<file path="src/rtl/trackball_pkg.sv">
`default_nettype none
// ============================================================================
// Module : trackball_pkg
// Desc   : Shared defaults and width helpers for the trackball pulse counter.
// Rev    : 1.0
// ============================================================================
package trackball_pkg;

  localparam int c_DEF_CNT_WIDTH   = 4;
  localparam int c_DEF_SYNC_STAGES = 2;
  localparam int c_DEF_MIN_PERIOD  = 16;

  // Pending needs one extra bit so it can hold +/-(2^CNT_WIDTH - 1).
  function automatic int pend_width(input int cnt_width);
    return cnt_width + 1;
  endfunction

endpackage
`default_nettype wire

</file>
<file path="src/rtl/trackball_axis.sv">
`default_nettype none
// ============================================================================
// Module : trackball_axis
// Desc   : One trackball axis: sync, edge holdoff, step, hold/pending, count.
// Rev    : 1.0
// ============================================================================
module trackball_axis
  import trackball_pkg::*;
#(
  parameter int CNT_WIDTH   = c_DEF_CNT_WIDTH,
  parameter int SYNC_STAGES = c_DEF_SYNC_STAGES,
  parameter int MIN_PERIOD  = c_DEF_MIN_PERIOD
) (
  input  logic                 clk,
  input  logic                 reset_n,
  input  logic                 pulse_clk,
  input  logic                 pulse_dir,
  input  logic                 flip,
  input  logic                 rd_hold,
  input  logic                 cnt_clr,
  input  logic                 settling,
  output logic [CNT_WIDTH-1:0] count,
  output logic                 sign
);

  localparam int c_PW = pend_width(CNT_WIDTH);
  localparam int c_HW = $clog2(MIN_PERIOD + 1);
  localparam logic signed [c_PW-1:0] c_PEND_MAX = c_PW'((1 << CNT_WIDTH) - 1);
  localparam logic signed [c_PW-1:0] c_PEND_MIN = -c_PEND_MAX;
  localparam logic signed [c_PW-1:0] c_PEND_ONE = c_PW'(1);
  localparam logic [c_HW-1:0]        c_HOLDOFF  = c_HW'(MIN_PERIOD);

  logic [SYNC_STAGES-1:0] r_sync_clk;
  logic [SYNC_STAGES-1:0] r_sync_dir;
  logic                   r_prev;
  logic [c_HW-1:0]        r_holdoff;
  logic signed [c_PW-1:0] r_pending;
  logic [CNT_WIDTH-1:0]   r_count;
  logic                   r_sign;

  logic                 w_clk_s;
  logic                 w_dir_s;
  logic                 w_edge;
  logic                 w_accept;
  logic                 w_up;
  logic [CNT_WIDTH-1:0] w_step;

  assign w_clk_s  = r_sync_clk[SYNC_STAGES-1];
  assign w_dir_s  = r_sync_dir[SYNC_STAGES-1];
  assign w_edge   = w_clk_s ^ r_prev;
  // A clear discards the edge entirely, so it neither arms holdoff nor moves sign.
  assign w_accept = w_edge && !settling && (r_holdoff == '0) && !cnt_clr;
  assign w_up     = (w_dir_s == flip);
  assign w_step   = w_accept ? (w_up ? CNT_WIDTH'(1) : '1) : '0;

  always_ff @(posedge clk or negedge reset_n) begin
    if (!reset_n) begin
      r_sync_clk <= '0;
      r_sync_dir <= '0;
      r_prev     <= 1'b0;
      r_holdoff  <= '0;
      r_pending  <= '0;
      r_count    <= '0;
      r_sign     <= 1'b0;
    end else begin
      r_sync_clk <= {r_sync_clk[SYNC_STAGES-2:0], pulse_clk};
      r_sync_dir <= {r_sync_dir[SYNC_STAGES-2:0], pulse_dir};
      r_prev     <= w_clk_s;

      if (w_accept) begin
        r_holdoff <= c_HOLDOFF;
        r_sign    <= ~w_up;
      end else if (r_holdoff != '0) begin
        r_holdoff <= r_holdoff - c_HW'(1);
      end

      if (cnt_clr) begin
        r_count   <= '0;
        r_pending <= '0;
      end else if (rd_hold) begin
        // Saturate rather than wrap so a long read never reverses the motion.
        if (w_accept && w_up && (r_pending != c_PEND_MAX)) begin
          r_pending <= r_pending + c_PEND_ONE;
        end else if (w_accept && !w_up && (r_pending != c_PEND_MIN)) begin
          r_pending <= r_pending - c_PEND_ONE;
        end
      end else begin
        r_count   <= r_count + r_pending[CNT_WIDTH-1:0] + w_step;
        r_pending <= '0;
      end
    end
  end

  assign count = r_count;
  assign sign  = r_sign;

endmodule
`default_nettype wire

</file>
<file path="src/rtl/trackball_counter.sv">
`default_nettype none
// ============================================================================
// Module : trackball_counter
// Desc   : Dual-axis up/down counter fed by trackball emulator pulse pairs.
// Rev    : 1.0
// ============================================================================
module trackball_counter
  import trackball_pkg::*;
#(
  parameter int CNT_WIDTH   = c_DEF_CNT_WIDTH,
  parameter int SYNC_STAGES = c_DEF_SYNC_STAGES,
  parameter int MIN_PERIOD  = c_DEF_MIN_PERIOD
) (
  input  logic                 clk,
  input  logic                 reset_n,
  input  logic                 h_clk,
  input  logic                 h_dir,
  input  logic                 v_clk,
  input  logic                 v_dir,
  input  logic                 flip,
  input  logic                 rd_hold,
  input  logic                 cnt_clr,
  output logic [CNT_WIDTH-1:0] h_count,
  output logic [CNT_WIDTH-1:0] v_count,
  output logic                 h_sign,
  output logic                 v_sign
);

  localparam int              c_SETTLE_CYCLES = SYNC_STAGES + 1;
  localparam int              c_SW            = $clog2(c_SETTLE_CYCLES + 1);
  localparam logic [c_SW-1:0] c_SETTLE_LAST   = c_SW'(c_SETTLE_CYCLES);

  logic [c_SW-1:0] r_settle;
  logic            w_settling;

  // Edges are ignored until the sync chains have flushed the reset-time level.
  assign w_settling = (r_settle != c_SETTLE_LAST);

  always_ff @(posedge clk or negedge reset_n) begin
    if (!reset_n) begin
      r_settle <= '0;
    end else if (w_settling) begin
      r_settle <= r_settle + c_SW'(1);
    end
  end

  trackball_axis #(
    .CNT_WIDTH   (CNT_WIDTH),
    .SYNC_STAGES (SYNC_STAGES),
    .MIN_PERIOD  (MIN_PERIOD)
  ) u_h_axis (
    .clk       (clk),
    .reset_n   (reset_n),
    .pulse_clk (h_clk),
    .pulse_dir (h_dir),
    .flip      (flip),
    .rd_hold   (rd_hold),
    .cnt_clr   (cnt_clr),
    .settling  (w_settling),
    .count     (h_count),
    .sign      (h_sign)
  );

  trackball_axis #(
    .CNT_WIDTH   (CNT_WIDTH),
    .SYNC_STAGES (SYNC_STAGES),
    .MIN_PERIOD  (MIN_PERIOD)
  ) u_v_axis (
    .clk       (clk),
    .reset_n   (reset_n),
    .pulse_clk (v_clk),
    .pulse_dir (v_dir),
    .flip      (flip),
    .rd_hold   (rd_hold),
    .cnt_clr   (cnt_clr),
    .settling  (w_settling),
    .count     (v_count),
    .sign      (v_sign)
  );

endmodule
`default_nettype wire

</file>
<file path="config.mk">
export PLATFORM = sky130hd
export DESIGN_NAME = trackball_counter
export DESIGN_NICKNAME = d
export VERILOG_FILES = /design/src/rtl/trackball_pkg.sv /design/src/rtl/trackball_axis.sv /design/src/rtl/trackball_counter.sv
export SDC_FILE = /design/constraint.sdc
export NUM_CORES = 1
export LEC_CHECK = 0
export BUFFER_PORTS_ARGS = -buffer_cell sky130_fd_sc_hd__buf_2
export CORE_ASPECT_RATIO = 0.75
export CORE_MARGIN = 2
export CORE_UTILIZATION = 40
export DETAILED_ROUTE_END_ITERATION = 8
export PLACE_DENSITY = 0.58
export SYNTH_ARGS = -nofsm -noshare
export SYNTH_HDL_FRONTEND = slang
export SYNTH_SLANG_ARGS = --single-unit
export TNS_END_PERCENT = 30
</file>
<file path="constraint.sdc">
create_clock -name clk -period 3.65 [get_ports clk]
set_input_delay 0.5475 -clock clk [delete_from_list [all_inputs] [get_ports clk]]
set_output_delay 0.5475 -clock clk [all_outputs]
set_load 0.05 [all_outputs]
</file>
==> out/metrics.yaml <==
wl_per_cell_um: 12.4
outcome: "completed"
crit_family: "simple AND/OR/NAND/NOR gates"
reg2reg_depth: 13
tightest_slew_ps: 935
grt_pass1_vias: 1467
fin_cells: 318
async_reset_ff_frac: 1.00
slew_viol_final: 0
fmax_mhz: 285
postSynthCellCount: 214
cts-buffers-inserted: 5
rsz0062_at_grt: "yes"
antenna_found_initial: 0
cts-root-buf: "clkbuf_8"
core_um2: 5800
die_w_um: 93.2
vias: 1528
synth_fp_nets: 248
cp.depth: 13
p_leak_uw: 0.00126
min-delay-start: "v_clk"
hold_buffers: 0
yosys.area.top_type: "dfrtp_1"
diodes: 0
crit_type: "flop to flop"
synthTopCellsByArea: "dfrtp_1 (44%), fa_1 (8.4%), ha_1 (7.9%)"
chipHeight_um: 70.9
start_util: 0.411
crit_start: "u_h_axis.r_holdoff[0]"
whs_ps: 352
startpoint_type: "flop"
synth_cell_types: 36
grt_max_degree: 43
cp-endpoint: "u_h_axis.count[3]"
fin_nets: 273
rows: 24
place.gp.congestion: 0.746
design_power_total_uw: 1350
htree_levels: 2
ys_ff_latch: 42
io-pin-count: 19
ir_worst_vdd_uv: 201
fin_skew_ps: 3.14
slowest_stage: "or4b_4"
grt_pass1_wl_mm: 6.97
drt_wl_total_mm: 3.94
setup_tns_ps: 0
cts_tree: "done"
worstPathArrival_ps: 3740
r2r_end: "u_h_axis.count[3]"
viasPerCell: 4.81
max_slew_margin: 0.376
max_stage_delay_ps: 560
grt-ovfl-total: 0
clk_pin_slew_worst_paths_ps: 80
crit_fanout: 4
setup_viol: 0
finalCritPeriodShare: 0.961
place_hpwl_mm: 2.94
track_usage: 0.135
max_cap_viol_count: 0
worstPathBufferInverterCount: 3
hp-class: "primary input to flop"
syn-cell-area_um2: 2380
fillers: 557
place_inst: 310
r2r_start: "u_h_axis.r_holdoff[0]"
finalHoldViolations: 0
powerDensity_nw_per_um2: 495
postSynthAreaPerCell_um2: 11.1
cts_sinks: 42
drtAntennaViolNets: 0
r2r_slack_ps: 140
place_area_um2: 2580
synth_top_area_frac: 0.441
cts_setup_buffers: 0
portBuffers: 18
drc: 0
layout-drive-gt1-share: 0.183
synth_edf_count: 0
synthToLayoutAreaGrowth_pct: 13.9
finalCriticalPeriod_ps: 3510
die-area_um2: 6600
synth_flop_cell: "dfrtp_1"
yosysWarnings: 0
drtPass1Iterations: 4
path_cells: "inv_2 > ha_1 > or4b_4 > or4b_4 > fa_1 > inv_1 > ha_1 > inv_1 > fa_2 > xnor2_2 > xnor2_1 > or3_1 > a21oi_2"
clk_path_buf_depth: 2
ys_seq_area_frac: 0.441
fin_area_um2: 2720
cp_data_required_time_ps: 3880
worstSkewPairLatency_ps: 290
end_kind: "flop"
drtIter0Drc: 52
metrics by stage:
step                      utilization  worst slack, ps
after CTS                       0.466             64.0
after global routing            0.469            -15.5
after floorplan                     -              143
after global placement          0.446              154
after detailed placement        0.446             83.7
final                           0.469              142
synthesized netlist by cell type (all sizes together), types with 2 or more instances:
library cell  number
buf                3
or3                4
xnor2             14
ha                15
o22ai              2
nor3               3
nand2b             2
or4b               3
nor4b              2
nand2             11
fa                10
xor2              12
a21oi             13
mux2i             10
nand3              3
a21o               2
o21ai              8
dfrtp             42
inv               18
nand4b             2
nor2              25
layout make-up:
type / count / area, um^2 / area share
clock inverters: 3 / 45.0 / 0.0166
inverters: 18 / 67.6 / 0.0249
multi-input cells: 150 / 1270 / 0.466
clock buffers: 5 / 68.8 / 0.0253
flip-flops and latches: 42 / 1050 / 0.387
well taps: 78 / 97.6 / 0.0359
repair buffers: 22 / 120 / 0.0442
worst register-to-register path: stages (launching register included):
cell and delay [ps]:
dfrtp_1 410, inv_2 70, ha_1 150, or4b_4 500
or4b_4 560, fa_1 430, inv_1 60, ha_1 140
inv_1 50, fa_2 350, xnor2_2 140, xnor2_1 130
or3_1 320, a21oi_2 120
cells by family after synthesis:
group | synth area share
compound gates | 0.0755
xor+xnor | 0.0955
fa+ha+maj | 0.163
buf+inv | 0.0357
flops | 0.441
mux | 0.0467
simple gates | 0.143
worst min-delay path by stage:
stage / slack, ps / cells past startpoint / endpoint
2_1_floorplan: 250 / 0 / r_settle[0]
3_3_place_gp: 330 / 0 / u_v_axis.r_sync_dir[1]
6_report: 350 / 1 / u_v_axis.r_sync_clk[0]
5_1_grt: 330 / 1 / u_v_axis.r_sync_clk[0]
3_5_place_dp: 340 / 0 / u_v_axis.r_sync_dir[1]
4_1_cts: 340 / 1 / u_h_axis.r_sync_clk[0]
placed cells by master, fill, tap and decap left out, types with 2 or more instances in the layout:
cell,count
nor2_1,25
o21ai_0,8
a21oi_1,12
mux2i_1,10
xor2_1,12
fa_1,9
xnor2_1,13
dfrtp_1,42
a21o_1,2
inv_2,2
or3_1,4
nand3_1,3
ha_1,15
nand4b_1,2
buf_2,18
inv_1,16
nand2b_1,2
clkbuf_8,5
nor4b_1,2
clkinvlp_4,2
o22ai_1,2
buf_4,4
nor3_4,2
nand2_1,10
or4b_4,3
flip-flops by register name (all words and copies together), names as in the netlist:
| signal | cells |
|---|---|
| u_h_axis.r_holdoff | 5 |
| u_h_axis.r_pending | 5 |
| u_v_axis.r_holdoff | 5 |
| u_v_axis.r_pending | 5 |
| u_h_axis.count | 4 |
| u_v_axis.count | 4 |
| r_settle | 2 |
| u_h_axis.r_sync_clk | 2 |
| u_h_axis.r_sync_dir | 2 |
| u_v_axis.r_sync_clk | 2 |
| u_v_axis.r_sync_dir | 2 |
| u_h_axis.r_prev | 1 |
| u_h_axis.sign | 1 |
| u_v_axis.r_prev | 1 |
| u_v_axis.sign | 1 |
what timing repair did:
| action | in CTS | in global routing |
|---|---|---|
| endpoints found under the setup margin | 0 | 2 |
| gates resized for setup | 0 | 5 |
| hold endpoints to repair | 0 | 0 |
routing by layer:
metal,routed length [um],GRT usage,up-vias
met3,143,0.0319,5
met2,1640,0.190,23
met1,2120,0.208,734
li1,-,-,766
met4,34,0.0392,0
met5,0,0,-
power by group:
group	internal, uW	switching (uW)
registers	548	79.0
clock network	203	167
logic	150	199
Note: power is estimated with default switching activity, not from simulation.
